[config.mk]
export PLATFORM = sky130hd
export DESIGN_NAME = intc_ng
export DESIGN_NICKNAME = d
export VERILOG_FILES = /design/src/rtl/intc_ng_pkg.sv /design/src/rtl/intc_ng_chan.sv /design/src/rtl/intc_ng.sv
export SDC_FILE = /design/constraint.sdc
export NUM_CORES = 1
export LEC_CHECK = 0
export BUFFER_PORTS_ARGS = -buffer_cell sky130_fd_sc_hd__buf_4
export CORE_MARGIN = 3
export CORE_UTILIZATION = 46
export CTS_CLUSTER_DIAMETER = 100
export DETAILED_ROUTE_END_ITERATION = 6
export GPL_TIMING_DRIVEN = 0
export PLACE_DENSITY = 0.69
export SETUP_SLACK_MARGIN = 0.05
export SYNTH_ARGS = -nofsm -noshare
export SYNTH_HDL_FRONTEND = slang
export SYNTH_SLANG_ARGS = --single-unit
[constraint.sdc]
create_clock -name clk -period 2.27 [get_ports clk]
set_clock_uncertainty 0.1 [all_clocks]
set_input_delay 0.3405 -clock clk [delete_from_list [all_inputs] [get_ports clk]]
set_output_delay 0.3405 -clock clk [all_outputs]
set_load 0.02 [all_outputs]
[src/rtl/intc_ng_pkg.sv]
// intc_ng_pkg: register offsets and sizing constants for intc_ng
package intc_ng_pkg;
  localparam logic [1:0] OFF_IE = 2'd0;
  localparam logic [1:0] OFF_IP = 2'd1;
  localparam logic [1:0] OFF_EDGE = 2'd2;
  localparam logic [1:0] OFF_POL = 2'd3;
  localparam int BANK_STRIDE = 4;
  localparam int MAX_INTS = 16;
endpackage

[src/rtl/intc_ng_chan.sv]
// intc_ng_chan: one interrupt channel (sync, optional debounce, detect, pending bit)
// INTC_NG_DEBOUNCE_EN inserts a ce-ticked glitch filter after the synchroniser.
module intc_ng_chan #(
  parameter int DEBOUNCE_CNT = 3
) (
  input  logic clk,
  input  logic rst,
  input  logic ce,
  input  logic pin,
  input  logic edge_mode,
  input  logic pol,
  input  logic w1c,
  output logic ip
);
  logic s1, s2, prev, f, act;
`ifdef INTC_NG_DEBOUNCE_EN
  localparam int CW = $clog2(DEBOUNCE_CNT + 1);
  logic [CW-1:0] cnt;
  always_ff @(posedge clk)
    if (rst) begin
      f <= pin;
      cnt <= '0;
    end else if (s2 == f) cnt <= '0;
    else if (ce) begin
      f <= (cnt == CW'(DEBOUNCE_CNT - 1)) ? s2 : f;
      cnt <= (cnt == CW'(DEBOUNCE_CNT - 1)) ? '0 : cnt + 1'b1;
    end
`else
  localparam int unused_dbc = DEBOUNCE_CNT;
  logic unused_ce;
  assign unused_ce = ce;
  assign f = s2;
`endif
  // prev tracks the filtered level only, so POL/EDGE changes cannot fake an edge
  assign act = edge_mode ? (f != prev && f == pol) : (f == pol);
  always_ff @(posedge clk)
    if (rst) begin
      s1 <= pin;
      s2 <= pin;
      prev <= pin;
      ip <= 1'b0;
    end else begin
      s1 <= pin;
      s2 <= s1;
      prev <= f;
      ip <= act ? 1'b1 : (w1c ? 1'b0 : ip);
    end
endmodule

[src/rtl/intc_ng.sv]
// intc_ng: CSR-mapped interrupt controller, NUM_INTS channels in 8-bit banks
// Optional debounce filter in each channel via INTC_NG_DEBOUNCE_EN.
module intc_ng
  import intc_ng_pkg::*;
#(
  parameter logic [4:0] BASE_ADDR = 5'h1c,
  parameter int NUM_INTS = 8,
  parameter logic [15:0] DFL_EDGE = {16{1'b1}},
  parameter logic [15:0] DFL_POL = {16{1'b0}},
  parameter int DEBOUNCE_CNT = 3
) (
  input  logic                clk,
  input  logic                rst,
  input  logic                ce,
  input  logic [4:0]          csr_a,
  input  logic [7:0]          csr_di,
  input  logic                csr_we,
  output logic [7:0]          csr_do,
  input  logic [NUM_INTS-1:0] ints,
  output logic                irq
);
  localparam int NB = (NUM_INTS + 7) / 8;
  localparam logic [15:0] VM = 16'((32'd1 << NUM_INTS) - 1);
  logic [MAX_INTS-1:0] ie, ip, edge_cfg, pol, bm, wd, w1c, sel;
  logic [5:0] rel;
  logic hit, bank;
  logic [1:0] off;
  assign rel = {1'b0, csr_a} - {1'b0, BASE_ADDR};
  assign hit = csr_a >= BASE_ADDR && rel < 6'(BANK_STRIDE * NB);
  assign bank = rel[2];
  assign off = rel[1:0];
  // byte-lane mask of the addressed bank, restricted to implemented channels
  assign bm = hit ? ((16'h00ff << {bank, 3'b000}) & VM) : 16'h0;
  assign wd = {2{csr_di}};
  assign w1c = (csr_we && off == OFF_IP) ? bm : 16'h0;
  assign sel = off == OFF_IE ? ie : off == OFF_IP ? ip : off == OFF_EDGE ? edge_cfg : pol;
  assign csr_do = hit ? (bank ? sel[15:8] : sel[7:0]) : 8'h00;
  always_ff @(posedge clk)
    if (rst) begin
      ie <= '0;
      edge_cfg <= DFL_EDGE & VM;
      pol <= DFL_POL & VM;
      irq <= 1'b0;
    end else begin
      ie <= (csr_we && off == OFF_IE) ? (ie & ~bm) | (wd & bm) : ie;
      edge_cfg <= (csr_we && off == OFF_EDGE) ? (edge_cfg & ~bm) | (wd & bm) : edge_cfg;
      pol <= (csr_we && off == OFF_POL) ? (pol & ~bm) | (wd & bm) : pol;
      irq <= |(ip & ie);
    end
  for (genvar i = 0; i < MAX_INTS; i++) begin : g_ch
    if (i < NUM_INTS) begin : g_on
      intc_ng_chan #(.DEBOUNCE_CNT(DEBOUNCE_CNT)) u_chan (
        .clk(clk),
        .rst(rst),
        .ce(ce),
        .pin(ints[i]),
        .edge_mode(edge_cfg[i]),
        .pol(pol[i]),
        .w1c(w1c[i]),
        .ip(ip[i])
      );
    end else begin : g_off
      assign ip[i] = 1'b0;
    end
  end
endmodule

# After elaboration in Yosys (flattened, before gate mapping)

Index checks and enable logic that the tools add are counted.

Add/sub/neg operators: 1
$mul: 0
Divide/modulo/power cells: 0
$lt $le $gt $ge: 2
Equality and inequality tests: 19
Shift operators: 1
Muxes and demuxes: 47
Bitwise gates (word level): 9
Reduce and logical (&&, ||, !) cells: 23

Operators with widths:

| cell                  | count |
|---|---|
| $and A16 B16 Y16      | 3 |
| $mux W16              | 3 |
| $or A16 B16 Y16       | 3 |
| $mux W1               | 40 |
| $mux W8               | 4 |
| $and A16 B8 Y16       | 1 |
| $and A8 B16 Y16       | 1 |
| $not A8 Y16           | 1 |
| $reduce_bool A2 Y1    | 8 |
| $reduce_or A16 Y1     | 1 |
| $logic_and A1 B1 Y1   | 13 |
| $eq A1 B1 Y1          | 8 |
| $ne A1 B1 Y1          | 8 |
| $shl A8 B4 Y8 const A | 1 |
| $lt A6 B3 Y1 const B  | 1 |
| $sub A5 B5 Y6 const B | 1 |
| $ge A5 B5 Y1 const B  | 1 |
| $eq A2 B2 Y1 const B  | 2 |
| $eq A2 B1 Y1 const B  | 1 |
| $logic_not A2 Y1      | 1 |

Register bits after elaboration: 81
Bits in latches: 0
RAM bits: 0
Memory bits (read-only): 0
Input bits: 25
Output and inout port bits: 9
Logic and storage cells: 138
Memories kept: 0

# Longest topological paths before layout

Gate-level depths: netlist (run 1).

Word-level depth: 7
Mapped depth: 7
Depth with buffers taken out: 5

# Hierarchy

Synthesis (run 1) repeated with hierarchy kept, for this count alone.

Cell total of the unflattened synthesis: 272
Area total of the unflattened synthesis: 2438.6 µm²

Modules (own cells, without submodules):

| module       | times used | cells each | area each (µm²) | sequential area each (µm²) |
|---|---|---|---|---|
| intc_ng      | 1          | 144        | 1357.6          | 500.5 |
| intc_ng_chan | 8          | 16         | 135.1           | 80.1 |

# Least setup slack after synthesis (run 1)

Ideal clock, no wire load.

Path type: in2reg
Start point: in csr_a[3]
End point: reg with a tool-made name
Library setup time: 132 ps
Arrival: 1768 ps
Required time: 2038 ps
Slack: 270 ps
Stages: 6
Path buffers: 1
Cell sequence: and2_2 > ha_1 > or4b_1 > clkbuf_1 > o21ai_0 > a21oi_1

RTL lines:

| item               | line          | source |
|---|---|---|
| start: declaration | intc_ng.sv:15 | `input logic [4:0] csr_a,` |

# Worst setup path in the final report (run 1)

Start point: in csr_a[3]
End point: out csr_do[2]

Longest elaborated chain between the ends: 4
Elaborated cells between the ends (all ways): 5
Those cells by class: add/sub: 1; order compare: 2; mux: 1; reduce/logical: 1

Ends and longest elaborated chain:

| item                  | line          | source |
|---|---|---|
| $sub A5 B5 Y6         | intc_ng.sv:28 | `assign rel = {1'b0, csr_a} - {1'b0, BASE_ADDR};` |
| $lt A6 B3 Y1          | intc_ng.sv:29 | `assign hit = csr_a >= BASE_ADDR && rel < 6'(BANK_STRIDE * NB);` |
| $logic_and A1 B1 Y1 * | intc_ng.sv:29 |  |
| $mux W8 *             | intc_ng.sv:37 | `assign csr_do = hit ? (bank ? sel[15:8] : sel[7:0]) : 8'h00;` |
| end: declaration      | intc_ng.sv:18 | `output logic [7:0] csr_do,` |

Every way passes the cells marked *; elsewhere a longest branch is shown, timed or not.

==> impl_results.md, run 1 <==
* Grt ovf at 0
* Leading cell type by number of instances after synthesis: sky130_fd_sc_hd__dfxtp_1
* Final non-filler cell area at 2980 um2
* Total count of hold-check failures in the final report at 0
* Floorplan die area at 6200 um2
* Commonest cells in the synthesized netlist: sky130_fd_sc_hd__dfxtp_1, sky130_fd_sc_hd__o21ai_0
* Wire length reported by the detailed router at 5870 um
* Xor/xnor cell area share of the yosys netlist at 0.0503
* Iteration-0 DRC count of the detailed router at 157
* Crit Reg-Reg Endpoint: g_ch[3].g_on.u_chan.ip$_SDFFE_PP0P_
* Max-cap viol count at 0
* Power spent charging and discharging nets at a little over 0.5 mW
* TritonCTS clock tree: done
* Critical path class: in2out
* RD Place Congestion at 0.777
* Number of warnings issued by yosys at 0
* Initial core utilization at 0.496
* Slew @ Worst Pin at ~0.87 ns
* Cell chosen for the clock root: sky130_fd_sc_hd__clkbuf_8
* Number of distinct library cells after synthesis at 32
* Unrepaired setup endpoints after global routing: no
* Proportion of netlist area held by the largest area contributor at 0.468
* Buf/Inv on CP at 3
* Commonest register cell after synthesis: sky130_fd_sc_hd__dfxtp_1
* Syn Nets at 278
* Combinational fraction of design power at 0.090
* Placeable core region at 4910 um2
* Number of flops mapped to enable cells by yosys at 0
* Worst Hold Path Cells at 1
* Final setup violating endpoints at 0
* Total negative slack for setup checks at 0 ns
* Library cell with the largest summed area after synthesis: sky130_fd_sc_hd__dfxtp_1
* Antenna-violating nets left at 0
* Top area cells in the synthesized netlist: sky130_fd_sc_hd__dfxtp_1, sky130_fd_sc_hd__mux4_2, sky130_fd_sc_hd__o21ai_0
* Required time worst endpoint at 1.83 ns
* First-pass GRT wire length at between 9000 and 10000 um
* DR vias/cell at between 5 and 6
* Switch share at 0.233
* Post-Syn Area per Cell at 9.67 um2
* Master of the slowest instance on the critical path: sky130_fd_sc_hd__and4_2
* Seq cells post-synth at 57
* Post-synthesis adder-cell area fraction at 0.00514
* Flop-to-flop setup slack at 1.25 ns
* Static leakage power at ~1.2 nW
* Number of global-route vias before repair at 1940
* Crit path capture type: output pin
* Total number of clock tree sinks at 57
* Async set-reset flop share out of synthesis at 0
* Clock tree buffer depth at 2
* Sequential share of the synthesized area at 0.468
* Maximum fanout along the worst path at 10
* Worst min-delay path startpoint: ints[5]
* Max-slew violation total from the final report at 0
* Path depth of the worst reg2reg path at 3
* Maximum number of pins on one net before global-route repair at 11
* Post-Synthesis Cell Area at approximately 2400 um2
* Most used cell, CP: sky130_fd_sc_hd__buf_4
* Critical-path cell list: buf_4 -> and2_2 -> ha_1 -> and4_2 -> clkbuf_4 -> nand2b_4 -> nor2b_1 -> buf_4
* Total power density per cell area at about 730 nW/um2
* Synthesis-to-finish area growth at 22.1%
* Insertion delay of the later-clocked pin in the worst-skew pair at ~0.34 ns
* Max H-tree Level at 3
* Initial antenna violation count at 0
* Total internal power at 1.66 mW
* Die Span Y at approximately 79 um
* Relative contribution of sequential cells to total power at 0.497
* Main combinational cell family by area after synthesis: compound AO/OA/AOI/OAI gates
* Compound-Gate Fraction of Synth Area at 0.168
* Routed via count at 2009
* Number of port buffers at 31
* Crit path DAT at between 1.5 and 2 ns
* Part of the cycle the worst path needs at 0.956
* Core Util, Final at 0.606
* Avg WL per Cell at between 15 and 20 um
* Number of instances in the synthesized netlist at about 250
* CP Launch Point: csr_a[3]
* Worst max-slew margin expressed relative to the limit at 0.415
* Crit path largest cell delay at 0.22 ns
* TritonCTS buffer count at 9
* Fraction of final layout cells sized beyond drive strength 1 at 0.216
* Max Freq at 461 MHz
* Gate family responsible for the most delay along the worst path: simple AND/OR/NAND/NOR gates
* Clock transition at path regs at ~0.060 ns
* Max rail drop VDD at 0.406 mV
* Total placed instance area at around 2800 um2
* Synthesized-area fraction occupied by and/or/nand/nor cells at 0.150
* TritonRoute pass-1 iters at 4
* # diodes at 0
* Width of the die at slightly below 80 um
* Worst Hold End: g_ch[5].g_on.u_chan.s1$_DFF_P_
* Residual DRC at 0
* Clock group share of total power at 0.413
* Outcome: complete, no violations
* Standard-cell row count at 25
* Worst min-delay path class: in2reg
* Number of nets in the final layout at 322
* HPWL reported at the end of detailed placement at 3940 um
* # IOs at 34
* Overall routing resource usage at 0.206
* Fraction of synthesized area in multiplexers at 0.107
* Minimum period implied by the final worst setup slack at about 2.2 ns
* Startpoint class of the critical path: primary input
[repair_timing]
action                                  CTS  global route
cloned                                    0             0
endpoints found under the hold margin     0             2
hold buffers                              0             2
endpoints found under the setup margin    8             4
pin swaps                                 0             0
setup buffers                             0             0
gates resized for setup                   2             1
[layout by cell type (no fill, tap or decap), types with 2 or more instances in the layout]
cell and count:
sky130_fd_sc_hd__nor2b_1 8, sky130_fd_sc_hd__o21ai_0 33, sky130_fd_sc_hd__clkbuf_8 13, sky130_fd_sc_hd__dfxtp_1 57, sky130_fd_sc_hd__xnor2_1 7, sky130_fd_sc_hd__mux4_2 8
sky130_fd_sc_hd__nor2_1 17, sky130_fd_sc_hd__clkinv_2 2, sky130_fd_sc_hd__a22oi_1 4, sky130_fd_sc_hd__buf_4 32, sky130_fd_sc_hd__buf_2 2, sky130_fd_sc_hd__mux2i_1 8
sky130_fd_sc_hd__a21oi_1 17, sky130_fd_sc_hd__a211oi_1 7, sky130_fd_sc_hd__nand3_1 17, sky130_fd_sc_hd__inv_1 17, sky130_fd_sc_hd__xor2_1 7, sky130_fd_sc_hd__nand2_1 10
sky130_fd_sc_hd__dlygate4sd3_1 2, sky130_fd_sc_hd__a21o_1 7, sky130_fd_sc_hd__clkbuf_1 11
[cell families after synthesis]
| logic type | count (synthesis) |
|---|---|
| AO/OA/AOI/OAI | 71 |
| XOR/XNOR | 14 |
| adder cells (fa/ha/maj) | 1 |
| buffers and inverters | 31 |
| AND/OR/NAND/NOR | 62 |
| flip-flops | 57 |
| multiplexers | 16 |
[area by class of cell]
cell class	instances	area [um2]
clock inverter	2	10.0
fill	453	1940
sequential	57	1140
tap	67	83.8
inverter	17	63.8
multi-input combinational	164	1180
buffer	14	62.6
clock buffer	14	183
timing repair buffer	33	253
[stage by stage]
stage	setup slack [ns]	cells	total power [mW]	hold slack [ns]
6_report	0.0999	368	2.16	0.0145
5_1_grt	0.0496	368	2.25	0.00328
4_1_cts	0.100	366	2.17	0.00223
3_5_place_dp	-0.0780	350	1.29	0.329
3_3_place_gp	-0.0669	350	1.28	0.319
2_1_floorplan	0.270	252	1.21	0.268
[worst register-to-register path: stages (launching register included)]
cell,delay [ns]
sky130_fd_sc_hd__dfxtp_1,0.41
sky130_fd_sc_hd__xnor2_1,0.15
sky130_fd_sc_hd__a211oi_1,0.09
sky130_fd_sc_hd__a21o_1,0.18
[worst max path at each step]
stage,endpoint,depth (start not counted)
after detailed placement,csr_do[2],8
after CTS,csr_do[2],8
after floorplan,register,6
final,csr_do[2],8
after global placement,csr_do[2],8
after global routing,csr_do[2],8
[per-layer routing]
| metal | vias to the layer above | global-route usage | wire length, um |
|---|---|---|---|
| met1 | 965 | 0.274 | 2720 |
| met2 | 58 | 0.309 | 2660 |
| met4 | 0 | 0.0997 | 98 |
| li1 | 973 | - | - |
| met3 | 13 | 0.0567 | 393 |
| met5 | - | 0 | 0 |
[power groups by stage]
stage	Clock, mW	Combinational (mW)	Sequential, mW
2_1_floorplan	0	0.121	1.09
3_3_place_gp	0	0.188	1.10
6_report	0.894	0.195	1.08
4_1_cts	0.904	0.194	1.08
5_1_grt	0.957	0.216	1.08
3_5_place_dp	0	0.191	1.10
Note: power is estimated with default switching activity, not from simulation.
==> inputs of run 2 (changes only) <==
--- a/config.mk
+++ b/config.mk
@@ -12,7 +12,7 @@
 export DETAILED_ROUTE_END_ITERATION = 6
 export GPL_TIMING_DRIVEN = 0
 export PLACE_DENSITY = 0.69
-export SETUP_SLACK_MARGIN = 0.05
 export SYNTH_ARGS = -nofsm -noshare
 export SYNTH_HDL_FRONTEND = slang
+export SYNTH_HIERARCHICAL = 1
 export SYNTH_SLANG_ARGS = --single-unit
==> run 2 against run 1 <==
  * Die area increased by 0.10%
  * Synthesized cell count increased by 7.9%
  * Sequential power about the same
  * Critical path type unchanged
  * Highest routed layer unchanged
==> impl_results.md, run 2 <==
* Standard-cell row count at 25 (unchanged)
* Grt ovf at 0 (unchanged)
* Minimum period implied by the final worst setup slack at 2.19 ns (was 2.17 ns)
* Most used cell, CP: sky130_fd_sc_hd__buf_4 (unchanged)
* Total number of clock tree sinks at 57 (unchanged)
* Max-slew violation total from the final report at 0 (unchanged)
* TritonCTS clock tree: done (unchanged)
* Proportion of netlist area held by the largest area contributor at 0.468 (about the same)
* Routed via count at 2114 (was 2009)
* Flop-to-flop setup slack at 1.29 ns (was 1.25 ns)
* Buf/Inv on CP at 4 (was 3)
* Syn Nets at 298 (was 278)
* Number of global-route vias before repair at 2019 (was 1940)
* Number of flops mapped to enable cells by yosys at 0 (unchanged)
* R2r startpoint: g_ch[4].g_on.u_chan/ip$_SDFFE_PP0P_
* Post-CTS setup repair buffer count at 0 (unchanged)
* Number of instances in the synthesized netlist at 272 (was 252)
* Residual DRC at 0 (unchanged)
* Top area cells in the synthesized netlist: sky130_fd_sc_hd__dfxtp_1, sky130_fd_sc_hd__o21ai_0, sky130_fd_sc_hd__nand3_1 (was sky130_fd_sc_hd__dfxtp_1, sky130_fd_sc_hd__mux4_2, sky130_fd_sc_hd__o21ai_0)
* # diodes at 0 (unchanged)
* Antenna-violating nets left at 0 (unchanged)
* Part of the cycle the worst path needs at 0.967 (was 0.956)
* Fraction of final layout cells sized beyond drive strength 1 at 0.201 (was 0.216)
* Overall routing resource usage at 0.208 (was 0.206)
* Initial antenna violation count at 0 (unchanged)
* Seq cells post-synth at 57 (unchanged)
* Wire length reported by the detailed router at 5960 um (was 5870 um)
* Final instance count without filler cells at 391 (was 368)
* Commonest cells in the synthesized netlist: sky130_fd_sc_hd__dfxtp_1, sky130_fd_sc_hd__o21ai_0, sky130_fd_sc_hd__inv_1, sky130_fd_sc_hd__nand3_1, sky130_fd_sc_hd__nor2_1 (was sky130_fd_sc_hd__dfxtp_1, sky130_fd_sc_hd__o21ai_0)
* Post-Place Cells at 371 (was 350)
* Total power density per cell area at 766 nW/um2 (was 727 nW/um2)
* Slew @ Worst Pin at 0.573 ns (was 0.871 ns)
* Worst slack at placement at -0.684 ns (was -0.0780 ns)
* RD Place Congestion at 0.835 (was 0.777)
* Synthesis-to-finish area growth at 25.3% (was 22.1%)
* Max rail drop VDD at 0.487 mV (was 0.406 mV)
* Number of port buffers at 32 (was 31)
* Worst Hold Path Cells at 1 (unchanged)
* Iteration-0 DRC count of the detailed router at 155 (was 157)
* Library cell with the largest summed area after synthesis: sky130_fd_sc_hd__dfxtp_1 (unchanged)
* Master of the slowest instance on the critical path: sky130_fd_sc_hd__ha_1 (was sky130_fd_sc_hd__and4_2)
* Initial core utilization at 0.497 (was 0.496)
* Async set-reset flop share out of synthesis at 0 (unchanged)
* Post-Syn Area per Cell at 8.97 um2 (was 9.67 um2)
* Floorplan die area at 6210 um2 (was 6200 um2)
* First-pass GRT wire length at 9680 um (was 9540 um)
* # IOs at 34 (unchanged)
* Placeable core region at 4910 um2 (unchanged)
* Cell chosen for the clock root: sky130_fd_sc_hd__clkbuf_8 (unchanged)
* Final worst-path setup slack at 0.0752 ns (was 0.0999 ns)
* Maximum number of pins on one net before global-route repair at 34 (was 11)
* Die Span Y at 78.8 um (about the same)
* Most common cell after layout, fill and taps aside: sky130_fd_sc_hd__dfxtp_1 (unchanged)
* Number of nets in the final layout at 345 (was 322)
* Crit path DAT at 1.75 ns (was 1.73 ns)
* Max Freq at 456 MHz (was 461 MHz)
* Max-cap viol count at 0 (unchanged)
* Insertion delay of the later-clocked pin in the worst-skew pair at 0.34 ns (about the same)
* TritonCTS buffer count at 9 (unchanged)
* Worst Hold End: g_ch[3].g_on.u_chan/s1$_DFF_P_ (was g_ch[5].g_on.u_chan.s1$_DFF_P_)
* Filler cells at 459 (was 453)
* Number of warnings issued by yosys at 6 (was 0)
* Clock transition at path regs at 0.06 ns (about the same)
* Width of the die at 78.8 um (about the same)
* Maximum fanout along the worst path at 10 (unchanged)
* Required time worst endpoint at 1.83 ns (about the same)
* Leading cell type by number of instances after synthesis: sky130_fd_sc_hd__dfxtp_1 (unchanged)
* Commonest cells after routing, fill and taps aside: sky130_fd_sc_hd__dfxtp_1, sky130_fd_sc_hd__buf_4, sky130_fd_sc_hd__o21ai_0 (was sky130_fd_sc_hd__dfxtp_1, sky130_fd_sc_hd__o21ai_0, sky130_fd_sc_hd__buf_4)
* Avg WL per Cell at 15.3 um (was 16.0 um)
* Crit path capture type: output pin (unchanged)
* Path depth of the worst reg2reg path at 2 (was 3)
* Crit path largest cell delay at 0.27 ns (was 0.22 ns)
* Commonest register cell after synthesis: sky130_fd_sc_hd__dfxtp_1 (unchanged)
* Worst max-slew margin expressed relative to the limit at 0.618 (was 0.415)
* Startpoint class of the critical path: primary input (unchanged)
* Unrepaired setup endpoints after global routing: no (unchanged)
* Crit Reg-Reg Endpoint: irq$_SDFF_PP0_ (was g_ch[3].g_on.u_chan.ip$_SDFFE_PP0P_)
* Critical-path cell list: buf_4 -> and2_1 -> ha_1 -> and4b_1 -> buf_4 -> buf_8 -> and3_1 -> buf_4 (was buf_4 -> and2_2 -> ha_1 -> and4_2 -> clkbuf_4 -> nand2b_4 -> nor2b_1 -> buf_4)
* HPWL reported at the end of detailed placement at 3830 um (was 3940 um)
* Critical path class: in2out (unchanged)
* Worst min-delay path startpoint: ints[3] (was ints[5])
* Sequential share of the synthesized area at 0.468 (about the same)
* DR vias/cell at 5.41 (was 5.46)
* Final setup violating endpoints at 0 (unchanged)
* Number of distinct library cells after synthesis at 32 (unchanged)
* Gate family responsible for the most delay along the worst path: simple AND/OR/NAND/NOR gates (unchanged)
* Clock tree buffer depth at 2 (unchanged)
* Core Util, Final at 0.622 (was 0.606)
* Static leakage power at 1.34 nW (was 1.23 nW)
* Max H-tree Level at 3 (unchanged)
* TritonRoute pass-1 iters at 4 (unchanged)
* Total count of hold-check failures in the final report at 0 (unchanged)
* Worst min-delay path class: in2reg (unchanged)
* Final total power at 2.34 mW (was 2.16 mW)
* Outcome: complete, no violations (unchanged)
* Post-Synthesis Cell Area at 2440 um2 (about the same)
run 2: cell count changes after synthesis, sizes merged, moves of 8 or more:
cell | previous run | this run
and3 | 0 | 8
nand2 | 10 | 18
nor2 | 17 | 25
nor2b | 8 | 0
run 2: worst max path at each step:
stage             start                             endpoint  cells past startpoint
4_1_cts        csr_a[3]                            csr_do[2]                      8
5_1_grt        csr_a[3]                            csr_do[2]                      8
3_3_place_gp   csr_a[3]  g_ch[7].g_on.u_chan/ip$_SDFFE_PP0P_                     10
2_1_floorplan  csr_a[3]  g_ch[0].g_on.u_chan/ip$_SDFFE_PP0P_                      9
6_report       csr_a[3]                            csr_do[2]                      8
3_5_place_dp   csr_a[3]  g_ch[6].g_on.u_chan/ip$_SDFFE_PP0P_                     10
run 2: timing repair:
item,in CTS,in global routing
setup endpoints to repair,16,16
gates resized for setup,3,5
hold buffers,4,0
hold endpoints to repair,4,0
run 2: logic make-up after synthesis:
group / after synthesis / synth area share
flip-flops: 57 / 0.468
buffers and inverters: 37 / 0.0647
AND/OR/NAND/NOR: 92 / 0.198
AO/OA/AOI/OAI: 69 / 0.151
adder cells (fa/ha/maj): 1 / 0.00513
multiplexers: 16 / 0.113
run 2: stage by stage:
| stage | hold slack [ns] | cell area [um2] | TNS, ns |
|---|---|---|---|
| finish | 0.0114 | 3060 | 0 |
| global route | 0.00552 | 3060 | 0 |
| CTS | 0.00186 | 3040 | 0 |
| detailed placement | 0.327 | 2760 | -5.96 |
| global placement | 0.318 | 2760 | -5.57 |
| floorplan | 0.268 | 2440 | 0 |
run 2: cell type report:
| class | count | area, um2 | share of cell area |
|---|---|---|---|
| multi-input combinational | 178 | 1150 | 0.377 |
| sequential | 57 | 1140 | 0.373 |
| timing repair buffer | 36 | 280 | 0.0917 |
| clock buffer | 11 | 151 | 0.0495 |
| inverter | 24 | 90.1 | 0.0295 |
| tap | 67 | 83.8 | 0.0274 |
| buffer | 13 | 80.1 | 0.0262 |
| clock inverter | 5 | 77.6 | 0.0254 |
run 2: where the power goes:
group	total, mW	internal (mW)	switching, mW
logic	0.179	0.0879	0.0914
clock network	1.09	0.674	0.416
registers	1.07	1.05	0.0270
run 2: routing by layer:
metal / track usage / up-vias / wire length, um
met1: 0.281 / 990 / 2760
li1: - / 1051 / -
met2: 0.308 / 63 / 2690
met5: 0 / - / 0
met4: 0.125 / 0 / 105
met3: 0.0397 / 10 / 412
==> inputs of run 3 (changes only) <==
--- a/config.mk
+++ b/config.mk
@@ -12,6 +12,7 @@
 export DETAILED_ROUTE_END_ITERATION = 6
 export GPL_TIMING_DRIVEN = 0
 export PLACE_DENSITY = 0.69
+export REMOVE_ABC_BUFFERS = 1
 export SYNTH_ARGS = -nofsm -noshare
 export SYNTH_HDL_FRONTEND = slang
 export SYNTH_HIERARCHICAL = 1
==> run 3 against run 2 <==
  * Setup slack better by 0.032 ns
  * Largest power group is now registers
  * Critical endpoint unchanged
  * Register-to-register slack about the same
  * Cell count down 2.8%
  * Die area unchanged
  * First-iteration DRC count up 30%
  * Highest routed layer unchanged
==> impl_results.md, run 3 (synthesis results as in run 2) <==
* Outcome: complete, no violations (unchanged)
* Critical path class: in2out (unchanged)
* Number of nets in the final layout at 334 (was 345)
* Maximum fanout along the worst path at 7 (was 10)
* Overall routing resource usage at 0.185 (was 0.208)
* Insertion delay of the later-clocked pin in the worst-skew pair at 0.34 ns (about the same)
* Total number of clock tree sinks at 57 (unchanged)
* Total power density per cell area at 693 nW/um2 (was 766 nW/um2)
* TritonCTS buffer count at 9 (unchanged)
* Clock transition at path regs at 0.06 ns (about the same)
* R2r startpoint: g_ch[4].g_on.u_chan/ip$_SDFFE_PP0P_ (unchanged)
* Top metal layer carrying routed signals: met4 (unchanged)
* Static leakage power at 1.27 nW (was 1.34 nW)
* First-pass GRT wire length at 8800 um (was 9680 um)
* Startpoint class of the critical path: primary input (unchanged)
* Width of the die at 78.8 um (unchanged)
* Post-Place Cells at 358 (was 371)
* Crit path DAT at 1.72 ns (was 1.75 ns)
* Worst min-delay path class: in2reg (unchanged)
* Power spent charging and discharging nets at 0.507 mW (was 0.534 mW)
* Minimum period implied by the final worst setup slack at 2.16 ns (was 2.19 ns)
* Number of port buffers at 32 (unchanged)
* Switch share at 0.251 (was 0.228)
* Worst Hold End: g_ch[2].g_on.u_chan/s1$_DFF_P_ (was g_ch[3].g_on.u_chan/s1$_DFF_P_)
* Path depth of the worst reg2reg path at 2 (unchanged)
* Maximum number of pins on one net before global-route repair at 66 (was 34)
* Final setup violating endpoints at 0 (unchanged)
* Initial core utilization at 0.497 (unchanged)
* Placeable core region at 4910 um2 (unchanged)
* Total negative slack for setup checks at 0 ns (unchanged)
* Residual DRC at 0 (unchanged)
* Fraction of final layout cells sized beyond drive strength 1 at 0.192 (was 0.201)
* Grt ovf at 0 (unchanged)
* Final worst-path setup slack at 0.107 ns (was 0.0752 ns)
* Combinational fraction of design power at 0.084 (was 0.077)
* Worst slack at placement at -0.952 ns (was -0.684 ns)
* Floorplan die area at 6210 um2 (unchanged)
* Max rail drop VDD at 0.604 mV (was 0.487 mV)
* Crit Reg-Reg Endpoint: irq$_SDFF_PP0_ (unchanged)
* Standard-cell row count at 25 (unchanged)
* WL met1 at 2540 um (was 2760 um)
* HPWL reported at the end of detailed placement at 3260 um (was 3830 um)
* Slew @ Worst Pin at 0.588 ns (was 0.573 ns)
* Initial antenna violation count at 0 (unchanged)
* Max-cap viol count at 0 (unchanged)
* Most common cell after layout, fill and taps aside: sky130_fd_sc_hd__dfxtp_1 (unchanged)
* Max-slew violation total from the final report at 0 (unchanged)
* Core Util, Final at 0.595 (was 0.622)
* Iteration-0 DRC count of the detailed router at 201 (was 155)
* Crit path capture type: output pin (unchanged)
* Wire length reported by the detailed router at 5670 um (was 5960 um)
* Antenna-violating nets left at 0 (unchanged)
* Worst-case hold slack at 0.0156 ns (was 0.0114 ns)
* Unrepaired setup endpoints after global routing: no (unchanged)
* Final total power at 2.02 mW (was 2.34 mW)
* Total count of hold-check failures in the final report at 0 (unchanged)
* RD Place Congestion at 0.726 (was 0.835)
* Flop-to-flop setup slack at 1.29 ns (about the same)
* Clock group share of total power at 0.386 (was 0.465)
* Final non-filler cell area at 2920 um2 (was 3060 um2)
* Cell chosen for the clock root: sky130_fd_sc_hd__clkbuf_8 (unchanged)
* Part of the cycle the worst path needs at 0.953 (was 0.967)
* DR vias/cell at 5.39 (was 5.41)
* Required time worst endpoint at 1.83 ns (about the same)
* TritonRoute pass-1 iters at 5 (was 4)
* Die Span Y at 78.8 um (unchanged)
* Worst min-delay path startpoint: ints[2] (was ints[3])
* Filler cells at 449 (was 459)
* Length of routed met2 wiring at 2540 um (was 2690 um)
* Commonest cells after routing, fill and taps aside: sky130_fd_sc_hd__dfxtp_1, sky130_fd_sc_hd__buf_4, sky130_fd_sc_hd__o21ai_0 (unchanged)
* Number of global-route vias before repair at 1811 (was 2019)
* Relative contribution of sequential cells to total power at 0.530 (was 0.458)
* Synthesis-to-finish area growth at 19.8% (was 25.3%)
* Max H-tree Level at 3 (unchanged)
* Final instance count without filler cells at 380 (was 391)
* Routed via count at 2048 (was 2114)
* Worst max-slew margin expressed relative to the limit at 0.608 (was 0.618)
* Clock tree buffer depth at 2 (unchanged)
* WL met3 at 527 um (was 412 um)
* Avg WL per Cell at 14.9 um (was 15.3 um)
* TritonCTS clock tree: done (unchanged)
* # IOs at 34 (unchanged)
* Total placed instance area at 2700 um2 (was 2760 um2)
* # diodes at 0 (unchanged)
* Max Freq at 462 MHz (was 456 MHz)
* Worst Hold Path Cells at 1 (unchanged)
* Total internal power at 1.52 mW (was 1.81 mW)
run 3: cell count changes in the layout (fill, tap and decap cells not counted), sizes merged:
cell,delta
and4b,+2
buf,-4
bufinv,-2
clkbuf,-5
clkinv,+2
clkinvlp,-1
dlygate4sd3,-3
run 3: area by class of cell:
cell class                      count  area, um2  area share
Clock inverter                      4       20.0     0.00686
Timing Repair Buffer               36        273      0.0934
Tap cell                           67       83.8      0.0287
Inverter                           24       90.1      0.0308
Clock buffer                       12        135      0.0463
Sequential cell                    57       1140       0.391
Multi-Input combinational cell    180       1180       0.403
run 3: power by group through the flow:
stage / sequential, mW / clock (mW) / combinational, mW
floorplan: 1.09 / 0 / 0.0800
global placement: 1.09 / 0 / 0.153
detailed placement: 1.09 / 0 / 0.157
CTS: 1.07 / 0.792 / 0.159
global route: 1.08 / 0.837 / 0.191
finish: 1.07 / 0.781 / 0.170
run 3: worst max path at each step:
stage / from / slack [ns] / to
finish: csr_a[3] / 0.11 / csr_do[2]
floorplan: csr_a[3] / 0.06 / g_ch[0].g_on.u_chan/ip$_SDFFE_PP0P_
detailed placement: csr_a[3] / -0.95 / g_ch[6].g_on.u_chan/ip$_SDFFE_PP0P_
CTS: csr_a[3] / 0.03 / csr_do[2]
global placement: csr_a[3] / -0.91 / g_ch[2].g_on.u_chan/ip$_SDFFE_PP0P_
global route: csr_a[3] / 0.06 / csr_do[2]
run 3: what timing repair did:
action                                  4_1_cts  5_1_grt
gates resized for setup                       3        1
cloned                                        0        2
setup buffers                                 0        3
endpoints found under the setup margin       16       20
hold buffers                                  0        1
hold endpoints to repair                      0        1
run 3: critical path, stage by stage:
cell	delay, ns
sky130_fd_sc_hd__buf_4	0.13
sky130_fd_sc_hd__and2_1	0.15
sky130_fd_sc_hd__ha_1	0.33
sky130_fd_sc_hd__and4b_4	0.43
sky130_fd_sc_hd__and3_1	0.19
sky130_fd_sc_hd__buf_4	0.15
run 3: layer usage:
layer / GRT usage / vias up
li1: - / 1040
met1: 0.260 / 927
met2: 0.267 / 74
met3: 0.0465 / 7
met4: 0.0876 / 0
met5: 0 / -
